[src/rtl/cnt_ce_gate.sv]
// Counting-window enable generator for the cbnce event counter: synchronises EVT_IN,
// detects rising edges and emits one-cycle CE pulses only while the window is open.
module cnt_ce_gate #(
  parameter int unsigned TMR         = 0,
  parameter int unsigned SYNC_STAGES = 2,
  parameter int unsigned GATE_W      = 16
) (
  input  logic              CLK,
  input  logic              RST,
  input  logic              EVT_IN,
  input  logic              START,
  input  logic              STOP,
  input  logic              CLEAR,
  input  logic [GATE_W-1:0] GATE_LEN,
  output logic              CE,
  output logic              CNT_RST,
  output logic              BUSY,
  output logic              DONE,
  output logic [1:0]        STATE
);

  typedef enum logic [1:0] {
    S_IDLE = 2'b00,
    S_CLR  = 2'b01,
    S_RUN  = 2'b10,
    S_DONE = 2'b11
  } state_t;

  // Everything except the FSM state that is protected by triplication.
  typedef struct packed {
    logic [GATE_W-1:0] gcnt;
    logic              glim;
    logic              ce;
    logic              cnt_rst;
    logic              busy;
    logic              done;
  } aux_t;

  logic [SYNC_STAGES-1:0] sync_q;
  logic                   prev_q;
  logic                   edge_q;

  logic [1:0] state_raw;
  state_t     state_v;
  state_t     state_n;
  aux_t       aux_v;
  aux_t       aux_n;

  always_ff @(posedge CLK or posedge RST) begin
    if (RST) begin
      sync_q <= '0;
      prev_q <= 1'b0;
      edge_q <= 1'b0;
    end else begin
      sync_q <= {sync_q[SYNC_STAGES-2:0], EVT_IN};
      prev_q <= sync_q[SYNC_STAGES-1];
      edge_q <= sync_q[SYNC_STAGES-1] & ~prev_q;
    end
  end

  assign state_v = state_t'(state_raw);

  always_comb begin
    state_n         = state_v;
    aux_n           = aux_v;
    aux_n.cnt_rst   = 1'b0;
    aux_n.ce        = edge_q & (state_v == S_RUN) & ~STOP & ~CLEAR;
    if (CLEAR) begin
      state_n       = S_IDLE;
      aux_n.cnt_rst = 1'b1;
    end else begin
      case (state_v)
        S_IDLE, S_DONE: begin
          if (START) begin
            state_n       = S_CLR;
            aux_n.cnt_rst = 1'b1;
          end
        end
        S_CLR: begin
          // glim remembers whether the sampled length was non-zero (0 = run until STOP)
          state_n    = S_RUN;
          aux_n.gcnt = GATE_LEN;
          aux_n.glim = |GATE_LEN;
        end
        S_RUN: begin
          if (STOP) begin
            state_n = S_DONE;
          end else if (aux_v.glim) begin
            if (aux_v.gcnt == GATE_W'(1)) state_n = S_DONE;
            aux_n.gcnt = aux_v.gcnt - 1'b1;
          end
        end
        default: state_n = S_IDLE;
      endcase
    end
    aux_n.busy = (state_n == S_CLR) || (state_n == S_RUN);
    aux_n.done = (state_n == S_DONE);
  end

  generate
    if (TMR != 0) begin : g_tmr
      logic [1:0] state_a, state_b, state_c;
      aux_t       aux_a, aux_b, aux_c;

      always_ff @(posedge CLK or posedge RST) begin
        if (RST) begin
          state_a <= S_IDLE;
          state_b <= S_IDLE;
          state_c <= S_IDLE;
          aux_a   <= '0;
          aux_b   <= '0;
          aux_c   <= '0;
        end else begin
          state_a <= state_n;
          state_b <= state_n;
          state_c <= state_n;
          aux_a   <= aux_n;
          aux_b   <= aux_n;
          aux_c   <= aux_n;
        end
      end

      // Bitwise majority: a single corrupted copy is outvoted and rewritten next cycle.
      assign state_raw = (state_a & state_b) | (state_a & state_c) | (state_b & state_c);
      assign aux_v     = (aux_a & aux_b) | (aux_a & aux_c) | (aux_b & aux_c);
    end else begin : g_simplex
      logic [1:0] state_q;
      aux_t       aux_q;

      always_ff @(posedge CLK or posedge RST) begin
        if (RST) begin
          state_q <= S_IDLE;
          aux_q   <= '0;
        end else begin
          state_q <= state_n;
          aux_q   <= aux_n;
        end
      end

      assign state_raw = state_q;
      assign aux_v     = aux_q;
    end
  endgenerate

  assign CE      = aux_v.ce;
  assign CNT_RST = aux_v.cnt_rst;
  assign BUSY    = aux_v.busy;
  assign DONE    = aux_v.done;
  assign STATE   = state_raw;

endmodule

[config.mk]
export PLATFORM = sky130hd
export DESIGN_NAME = cnt_ce_gate
export DESIGN_NICKNAME = d
export VERILOG_FILES = /design/src/rtl/cnt_ce_gate.sv
export SDC_FILE = /design/constraint.sdc
export NUM_CORES = 1
export LEC_CHECK = 0
export CORE_ASPECT_RATIO = 1.25
export CORE_MARGIN = 2
export CORE_UTILIZATION = 56
export CTS_BUF_LIST = sky130_fd_sc_hd__clkbuf_16
export DETAILED_ROUTE_END_ITERATION = 16
export MAX_ROUTING_LAYER = met4
export PLACE_DENSITY = 0.92
export SLEW_MARGIN = 0
export SYNTH_ARGS = -nofsm -noshare
export SYNTH_HDL_FRONTEND = slang
export SYNTH_SLANG_ARGS = --single-unit
[constraint.sdc]
create_clock -name CLK -period 3 [get_ports CLK]
set_clock_uncertainty 0.1 [all_clocks]
set_input_delay 0.3 -clock CLK [delete_from_list [all_inputs] [get_ports CLK]]
set_output_delay 0.3 -clock CLK [all_outputs]
set_load 0.02 [all_outputs]
==> summary.txt, run 1 <==
Status
  • Status: finished clean

Clocking
  • Post-CTS Resized: 0
  • Postcts setup bufs: 0
  • Clock transition at path regs: 0.06 ns
  • TritonCTS buffer count: 3
  • Hold Buf Count CTS: 0
  • Clock H-tree levels: 1
  • Clk Latency, worst-skew pair: 0.26 ns
  • Clock Tree Buf Depth: 2
  • CTS sink cnt: 27
  • CTS tree: done
  • Root Buffer: clkbuf_16

STA
  • Endpoints failing setup: 0
  • Max Slew Vio Count: 0
  • Unrepaired setup endpoints after global routing: no
  • Post-route setup TNS: 0 ns
  • Period utilization: 80.1%
  • Slew @ Worst Pin: 1.02 ns
  • Min Tclk post-route: 2.40 ns
  • Maximum clock rate: 0.416 GHz
  • Worst slew margin relative to its limit: 31.6%
  • Final number of hold-violating endpoints: 0

Power
  • Net switching power: 621 uW
  • PwrDens: 828 nW/um^2
  • Total Power: 1.58 mW
  • Clk pwr share: 18.7%
  • Internal power: 954 uW
  • Seq pwr share: 43.3%
  • Leak: 0.720 nW
  • Sw frac: 39.4%
  • Combinational share of power: 38.0%
  • VDD IR max: 0.602 mV

Setup path
  • Crit-path slowest cell: o21ai_2
  • Family with the most delay on the worst path: compound AO/OA/AOI/OAI gates
  • Worst endpoint data arrival time: 2.48 ns
  • Crit path launch type: flop
  • Critical Path Max Stage Delay: 0.59 ns
  • Crit Path Max Fanout: 18
  • Critical path endpoint category: flop
  • Setup CP Type: flop to flop
  • Crit-path cells: inv_1 -> ha_1 -> nand3b_1 -> o21ai_2 -> o22ai_1 -> nor3_1
  • Worst EP required: 3.08 ns
  • CP Buf/Inv Count: 1

Synthesis
  • Synth area leaders: dfrtp_1, a21oi_1, ha_1, nand2_1, o21ai_0
  • Async S/R FF share, synth: 100%
  • Register area share after synthesis: 43.3%
  • EDFF count, synth: 0
  • Synth cell count leaders: dfrtp_1, nand2_1, a21oi_1
  • Synth Flop Type: dfrtp_1
  • Synth Instances: 159
  • Post-synth top area cell: dfrtp_1
  • Post-Syn Area: 1560 sq um
  • Cell with the most instances after synthesis: dfrtp_1
  • Syn avg cell area: 9.81 sq um
  • Synth top area share: 43.3%
  • Synthesized net count: 186
  • YS warnings: 0
  • Yosys reg bits: 27
  • Synth cell types: 48

Drt
  • Vias after detailed routing: 1,371
  • DR vias/cell: 6.23
  • Post-DRT Antenna Nets: 0
  • DRC Markers: 0
  • Wirelength per Cell: 16.7 um
  • Initial drt markers: 67
  • Drt pass-1 iters: 4
  • Routed WL: 3.68 mm

Global route
  • Overflow after GRT: 0
  • Largest net degree at the start of global routing: 28
  • Global-route usage over all layers: 25.7%
  • First-pass GRT wire length: 6.18 mm
  • Antenna violations before repair: 0
  • Vias in the first global route: 1,335

Layout
  • Layout area overhead: 22.0%
  • Final nets: 214
  • # diodes: 0
  • Layout cell share with drive strength beyond 1: 7.53%

Worst hold path
  • Hold Path Class: flop to flop

Floorplanning
  • Initial Util: 58.7%
  • Ports: 28
  • Core area: 2650 sq um
  • DIE HEIGHT: 63.0 um
  • Num rows: 21
  • Die area: 3220 sq um
  • Width of the die: 51.2 um

Placed design
  • Post-DP HPWL: 2.57 mm
  • Port-buffer cells: 27
  • GP Congestion: 0.852

Job
  • Max Cap Viol: 0
## layer usage
layer	vias up	part of all wire (%)	track usage [%]
met4	0	1.6	7.09
li1	657	-	-
met1	647	43	32.3
met2	58	49	42.5
met3	9	6.5	4.07
met5	-	0	-
## cell usage in the layout (no fill, tap or decap), types with 3 or more instances in the layout
cell	n
a21oi_1	13
a2bb2oi_1	5
clkbuf_16	3
clkdlybuf4s50_1	27
dfrtp_1	27
ha_1	5
inv_1	7
nand2_1	16
nand3_1	5
nor2_1	5
nor3_1	7
nor4_1	5
o21ai_0	10
o22ai_1	7
## logic make-up (layout without fill, tap and decap cells)
| kind of cell | Yosys count | count (layout) | synth area share [%] |
|---|---|---|---|
| flip-flops | 27 | 27 | 43.3 |
| buffers and inverters | 13 | 40 | 5.78 |
| adder cells (fa/ha/maj) | 5 | 5 | 4.01 |
| AND/OR/NAND/NOR | 60 | 60 | 23.8 |
| multiplexers | 1 | 1 | 0.642 |
| AO/OA/AOI/OAI | 53 | 53 | 22.4 |
## power groups by stage
stage	clock (mW)	sequential, mW	combinational, mW
CTS	0.301	0.678	0.597
detailed placement	0	0.681	0.590
finish	0.294	0.682	0.599
floorplan	0	0.666	0.433
global placement	0	0.670	0.565
global route	0.316	0.700	0.663
## area by class of cell
| class | count | area, sq um |
|---|---|---|
| clock buffers | 3 | 75.1 |
| clock inverters | 1 | 3.75 |
| fillers | 195 | 752 |
| inverters | 7 | 26.3 |
| multi-input cells | 119 | 793 |
| flip-flops and latches | 27 | 676 |
| well taps | 34 | 42.5 |
| repair buffers | 29 | 285 |
## metrics by stage
| step | worst slack [ns] | cell area [sq um] | hold slack [ns] | util (%) | std cells |
|---|---|---|---|---|---|
| detailed placement | 0.663 | 1820 | 0.238 | 68.7 | 216 |
| floorplan | 0.966 | 1560 | 0.231 | - | 159 |
| CTS | 0.617 | 1900 | 0.262 | 71.7 | 220 |
| global route | 0.329 | 1900 | 0.274 | 71.7 | 220 |
| finish | 0.597 | 1900 | 0.258 | 71.7 | 220 |
| global placement | 0.802 | 1820 | 0.244 | 68.7 | 216 |
## path summary, 6_finish.rpt
check	from	cells past startpoint	slack (ns)	endpoint
max in group asynchronous	RST	2	1.69	aux_v[12]
worst max register to register	STATE[0]	6	0.60	aux_v[20]
min in group asynchronous	RST	2	0.49	prev_q
worst min-delay path	sync_q[0]	0	0.26	sync_q[1]
worst max-delay path	STATE[0]	6	0.60	aux_v[20]
worst min register to register	sync_q[0]	0	0.26	sync_q[1]
## sequential cells by signal (all words and copies together), names as in the netlist
name and count:
STATE 2, aux_v 17, CNT_RST 1, DONE 1
CE 1, BUSY 1, sync_q 2, edge_q 1
prev_q 1
Note: power is estimated with default switching activity, not from simulation.
==> run 2, diff against run 1 <==
--- a/config.mk
+++ b/config.mk
@@ -7,11 +7,11 @@
 export LEC_CHECK = 0
 export CORE_ASPECT_RATIO = 1.25
 export CORE_MARGIN = 2
-export CORE_UTILIZATION = 56
+export CORE_UTILIZATION = 47
 export CTS_BUF_LIST = sky130_fd_sc_hd__clkbuf_16
 export DETAILED_ROUTE_END_ITERATION = 16
 export MAX_ROUTING_LAYER = met4
-export PLACE_DENSITY = 0.92
+export PLACE_DENSITY = 0.83
 export SLEW_MARGIN = 0
 export SYNTH_ARGS = -nofsm -noshare
 export SYNTH_HDL_FRONTEND = slang
==> constraint.sdc (replaced) <==
create_clock -name CLK -period 2.16 [get_ports CLK]
set_clock_uncertainty 0.1 [all_clocks]
set_input_delay 0.216 -clock CLK [delete_from_list [all_inputs] [get_ports CLK]]
set_output_delay 0.216 -clock CLK [all_outputs]
set_load 0.02 [all_outputs]
==> summary.txt, run 2 (synthesized netlist as in run 1, its figures left out) <==
STA
  • Slew @ Worst Pin: 0.436 ns (was 1.02 ns)
  • Maximum clock rate: 0.489 GHz (was 0.416 GHz)
  • Period utilization: 94.6% (was 80.1%)
  • Unrepaired setup endpoints after global routing: no (unchanged)
  • Post-route setup TNS: 0 ns (unchanged)
  • Final number of hold-violating endpoints: 0 (unchanged)
  • Max Slew Vio Count: 0 (unchanged)
  • Worst slew margin relative to its limit: 70.8% (was 31.6%)
  • Min Tclk post-route: 2.04 ns (was 2.40 ns)
  • Endpoints failing setup: 0 (unchanged)

Layout
  • Layout cell share with drive strength beyond 1: 10.5% (was 7.53%)
  • Multi-input gate area: 806 sq um (was 793 sq um)
  • Area taken by flip-flops and latches: 676 sq um (unchanged)
  • Most frequent cells in the layout: dfrtp_1, clkdlybuf4s50_1, nand2_1 (unchanged)
  • Fillers: 260 (was 195)
  • Final nets: 218 (was 214)
  • Post-route insts no fill: 227 (was 220)
  • Cell area after layout: 1950 sq um (was 1900 sq um)
  • Max reg flops: 17 (unchanged)
  • Layout area overhead: 25.0% (was 22.0%)
  • # diodes: 0 (unchanged)

Setup path
  • Critical path endpoint category: flop (unchanged)
  • Crit path launch type: flop (unchanged)
  • Setup CP Type: flop to flop (unchanged)
  • Crit Path Max Fanout: 5 (was 18)
  • Worst endpoint data arrival time: 2.12 ns (was 2.48 ns)
  • Worst EP required: 2.24 ns (was 3.08 ns)

Clocking
  • Root Buffer: clkbuf_16 (unchanged)
  • TritonCTS buffer count: 3 (unchanged)
  • Clock H-tree levels: 1 (unchanged)
  • Clock transition at path regs: 0.07 ns (was 0.06 ns)
  • CTS tree: done (unchanged)
  • Clk Latency, worst-skew pair: 0.27 ns (was 0.26 ns)
  • CTS sink cnt: 27 (unchanged)
  • Clock Tree Buf Depth: 2 (unchanged)

Power
  • VDD IR max: 0.696 mV (was 0.602 mV)
  • Net switching power: 892 uW (was 621 uW)
  • Clk pwr share: 18.9% (was 18.7%)
  • Leak: 0.742 nW (was 0.720 nW)
  • Internal power: 1.35 mW (was 954 uW)
  • Combinational share of power: 38.7% (was 38.0%)
  • PwrDens: 1150 nW/um^2 (was 828 nW/um^2)
  • Seq pwr share: 42.4% (was 43.3%)
  • Sw frac: 39.9% (was 39.4%)

Worst hold path
  • Hold Path Class: primary input to async pin (was flop to flop)

Status
  • Status: finished clean (unchanged)

Floorplanning
  • Die area: 3800 sq um (was 3220 sq um)
  • Width of the die: 55.5 um (was 51.2 um)
  • Initial Util: 48.8% (was 58.7%)
  • DIE HEIGHT: 68.4 um (was 63.0 um)
  • Core area: 3190 sq um (was 2650 sq um)
  • Num rows: 23 (was 21)
  • Ports: 28 (unchanged)

Global route
  • Overflow after GRT: 0 (unchanged)
  • First-pass GRT wire length: 6.43 mm (was 6.18 mm)
  • Global-route usage over all layers: 22.6% (was 25.7%)
  • Vias in the first global route: 1,357 (was 1,335)
  • Largest net degree at the start of global routing: 28 (unchanged)
  • Antenna violations before repair: 0 (unchanged)

Drt
  • Initial drt markers: 55 (was 67)
  • Post-DRT Antenna Nets: 0 (unchanged)
  • Drt pass-1 iters: 5 (was 4)
  • Routed WL: 3.91 mm (was 3.68 mm)
  • Wirelength per Cell: 17.2 um (was 16.7 um)
  • DRC Markers: 0 (unchanged)
  • Vias after detailed routing: 1,399 (was 1,371)
  • DR vias/cell: 6.16 (was 6.23)

Placed design
  • Port-buffer cells: 27 (unchanged)
  • Post-DP HPWL: 2.77 mm (was 2.57 mm)
  • GP Congestion: 0.954 (was 0.852)
  • Placed inst area: 1860 sq um (was 1820 sq um)
  • Placed Instances: 223 (was 216)

Job
  • Max Cap Viol: 0 (unchanged)
==> run 2: path summary, 6_finish.rpt <==
check | startpoint | to | slack (ns) | cells after the start
max in group asynchronous | RST | aux_v[5] | 1.49 | 3
min | RST | aux_v[14] | 0.21 | 3
max | aux_v[5] | aux_v[11] | 0.12 | 6
max reg2reg | aux_v[5] | aux_v[11] | 0.12 | 6
min in group CLK | sync_q[0] | sync_q[1] | 0.25 | 0
min reg2reg | sync_q[0] | sync_q[1] | 0.25 | 0
==> run 2: timing repair <==
item / in CTS / in global routing
resized for setup: 0 / 2
buffers inserted: 0 / 0
setup endpoints to repair: 0 / 2
hold buffers: 0 / 0
==> run 2: power by group through the flow <==
stage          Clock [mW]  Combinational [mW]  Sequential [mW]
5_1_grt             0.450               0.968            0.981
4_1_cts             0.433               0.853            0.939
2_1_floorplan           0               0.602            0.925
3_3_place_gp            0               0.812            0.934
6_report            0.423               0.866            0.949
3_5_place_dp            0               0.841            0.948
==> run 2: worst max-delay path, cell delays in order, from the launching register on <==
cell       delay, ns
dfrtp_1         0.44
inv_1           0.10
ha_1            0.22
or3b_1          0.42
or3_4           0.36
a21oi_2         0.14
a2bb2oi_1       0.19
==> run 2: cell type report <==
cell class,instances,share of cell area (%)
clock buffers,3,3.85
well taps,37,2.37
multi-input cells,119,41.3
repair buffers,33,16.2
flip-flops and latches,27,34.7
clock inverters,1,0.257
inverters,7,1.35
==> run 2: per-stage QoR <==
stage	hold slack (ns)	total power, mW	util [%]	worst slack, ns
after floorplan	0.147	1.53	-	0.126
final	0.209	2.24	61.0	0.116
after global placement	0.246	1.75	58.1	0.134
after global routing	0.255	2.40	61.0	0.0300
after detailed placement	0.241	1.79	58.1	0.0864
after CTS	0.218	2.23	60.6	0.112
==> run 2: layer usage <==
| metal | GRT usage [%] | wire [um] | vias up |
|---|---|---|---|
| met5 | - | 0 | - |
| met4 | 9.45 | 143 | 0 |
| met3 | 4.54 | 240 | 19 |
| met2 | 38.1 | 1860 | 58 |
| met1 | 26.8 | 1670 | 652 |
| li1 | - | - | 670 |
==> run 3, diff against run 2 <==
--- a/config.mk
+++ b/config.mk
@@ -12,6 +12,7 @@
 export DETAILED_ROUTE_END_ITERATION = 16
 export MAX_ROUTING_LAYER = met4
 export PLACE_DENSITY = 0.83
+export RECOVER_POWER = 50
 export SLEW_MARGIN = 0
 export SYNTH_ARGS = -nofsm -noshare
 export SYNTH_HDL_FRONTEND = slang
==> summary.txt, run 3 (synthesized netlist as in run 1, its figures left out) <==
Drt
  • DRC Markers: 0 (unchanged)
  • Drt pass-1 iters: 4 (was 5)
  • DR vias/cell: 6.09 (was 6.16)
  • Vias after detailed routing: 1,383 (was 1,399)
  • Post-DRT Antenna Nets: 0 (unchanged)
  • Wirelength per Cell: 17.1 um (was 17.2 um)
  • Initial drt markers: 33 (was 55)
  • Routed WL: 3.88 mm (was 3.91 mm)

Clocking
  • Postcts setup bufs: 0 (unchanged)
  • Post-CTS Resized: 0 (unchanged)
  • TritonCTS buffer count: 3 (unchanged)
  • Clock transition at path regs: 0.07 ns (about the same)
  • Root Buffer: clkbuf_16 (unchanged)
  • Clk Latency, worst-skew pair: 0.27 ns (about the same)
  • Hold Buf Count CTS: 0 (unchanged)
  • Clock H-tree levels: 1 (unchanged)
  • CTS tree: done (unchanged)
  • Clock Tree Buf Depth: 2 (unchanged)
  • CTS sink cnt: 27 (unchanged)

STA
  • Final worst slack: 0.122 ns (was 0.116 ns)
  • Post-route setup TNS: 0 ns (unchanged)
  • Maximum clock rate: 0.491 GHz (was 0.489 GHz)
  • Endpoints failing setup: 0 (unchanged)
  • Unrepaired setup endpoints after global routing: no (unchanged)
  • Period utilization: 94.3% (was 94.6%)
  • Max Slew Vio Count: 0 (unchanged)
  • Slew @ Worst Pin: 1.47 ns (was 0.436 ns)
  • Min Tclk post-route: 2.04 ns (about the same)
  • Final number of hold-violating endpoints: 0 (unchanged)
  • Worst slew margin relative to its limit: 1.69% (was 70.8%)

Floorplanning
  • Width of the die: 55.5 um (unchanged)
  • Initial Util: 48.8% (unchanged)
  • Num rows: 23 (unchanged)
  • Die area: 3800 sq um (unchanged)
  • Ports: 28 (unchanged)
  • Core area: 3190 sq um (unchanged)
  • DIE HEIGHT: 68.4 um (unchanged)

Setup path
  • Family with the most delay on the worst path: simple AND/OR/NAND/NOR gates (unchanged)
  • CP Buf/Inv Count: 1 (unchanged)
  • Crit-path cells: inv_1 -> ha_1 -> or3b_1 -> or3_4 -> a21oi_2 -> a2bb2oi_1 (unchanged)
  • Worst EP required: 2.24 ns (about the same)
  • Crit path launch type: flop (unchanged)
  • Critical path endpoint category: flop (unchanged)
  • Setup CP Type: flop to flop (unchanged)
  • Worst endpoint data arrival time: 2.12 ns (about the same)
  • Crit Path Max Fanout: 5 (unchanged)
  • Crit-path slowest cell: dfrtp_1 (unchanged)
  • Critical Path Max Stage Delay: 0.44 ns (about the same)

Layout
  • Most frequent cells in the layout: dfrtp_1, clkdlybuf4s50_1, nand2_1 (unchanged)
  • Fillers: 262 (was 260)
  • Layout area overhead: 24.8% (was 25.0%)
  • Most common cell after layout, fill and taps aside: dfrtp_1
  • # diodes: 0 (unchanged)
  • Max reg flops: 17 (unchanged)
  • Layout cell share with drive strength beyond 1: 10.0% (was 10.5%)
  • Final nets: 218 (unchanged)

Status
  • Status: finished clean (unchanged)

Global route
  • Largest net degree at the start of global routing: 28 (unchanged)
  • Global-route usage over all layers: 22.6% (unchanged)
  • Vias in the first global route: 1,357 (unchanged)
  • First-pass GRT wire length: 6.43 mm (unchanged)
  • Antenna violations before repair: 0 (unchanged)
  • Overflow after GRT: 0 (unchanged)

Power
  • VDD IR max: 0.696 mV (about the same)
  • Clk pwr share: 19.0% (was 18.9%)
  • Net switching power: 891 uW (was 892 uW)
  • Internal power: 1.34 mW (was 1.35 mW)
  • Leak: 0.739 nW (was 0.742 nW)
  • Sw frac: 39.9% (about the same)
  • PwrDens: 1150 nW/um^2 (about the same)
  • Combinational share of power: 38.6% (was 38.7%)
  • Seq pwr share: 42.5% (was 42.4%)

Job
  • Max Cap Viol: 0 (unchanged)

Placed design
  • GP Congestion: 0.954 (unchanged)
  • Port-buffer cells: 27 (unchanged)
  • Post-Place Worst Slack: 0.0864 ns (unchanged)
  • Post-DP HPWL: 2.77 mm (unchanged)

Worst hold path
  • Hold Path Class: flop to flop (was primary input to async pin)
run 3: cell count changes in the layout (fill, tap and decap cells not counted), sizes merged:
cell,change
clkdlybuf4s50,-1
clkbuf,+1
buf,-1
dlygate4sd3,+1
run 3: area by class of cell:
type | instances | area [sq um] | area share (%)
Sequential cell | 27 | 676 | 34.7
Timing Repair Buffer | 33 | 312 | 16.0
Clock buffer | 3 | 75.1 | 3.86
Inverter | 7 | 26.3 | 1.35
Tap cell | 37 | 46.3 | 2.38
Multi-Input combinational cell | 119 | 806 | 41.4
Clock inverter | 1 | 5.00 | 0.257
run 3: routing by layer:
layer	wire [um]	part of all wire [%]	GRT usage (%)	vias up
met2	1880	49	38.1	49
met3	228	5.9	4.54	13
li1	-	-	-	669
met4	121	3.1	9.45	0
met1	1650	42	26.8	652
met5	0	0	-	-
run 3: power by group through the flow:
stage          clock network [mW]  logic [mW]  registers [mW]
2_1_floorplan                   0       0.602           0.925
4_1_cts                     0.433       0.853           0.939
6_report                    0.424       0.862           0.950
3_5_place_dp                    0       0.841           0.948
5_1_grt                     0.450       0.967           0.981
3_3_place_gp                    0       0.812           0.934
run 3: final timing paths:
kind	depth (start not counted)	slack, ns	startpoint	endpoint
hold reg to reg	0	0.25	sync_q[0]	sync_q[1]
hold / removal	0	0.25	sync_q[0]	sync_q[1]
setup / recovery	6	0.12	aux_v[5]	aux_v[11]
setup reg to reg	6	0.12	aux_v[5]	aux_v[11]
min in group asynchronous	3	0.65	RST	aux_v[14]
max in group asynchronous	3	0.45	RST	aux_v[5]
run 3: metrics by stage:
| step | area, sq um | instances | hold WS [ns] | util, % | power, mW |
|---|---|---|---|---|---|
| 2_1_floorplan | 1560 | 159 | 0.147 | - | 1.53 |
| 3_3_place_gp | 1860 | 223 | 0.246 | 58.1 | 1.75 |
| 3_5_place_dp | 1860 | 223 | 0.241 | 58.1 | 1.79 |
| 4_1_cts | 1940 | 227 | 0.218 | 60.6 | 2.23 |
| 5_1_grt | 1950 | 227 | 0.255 | 60.9 | 2.40 |
| 6_report | 1950 | 227 | 0.253 | 60.9 | 2.23 |
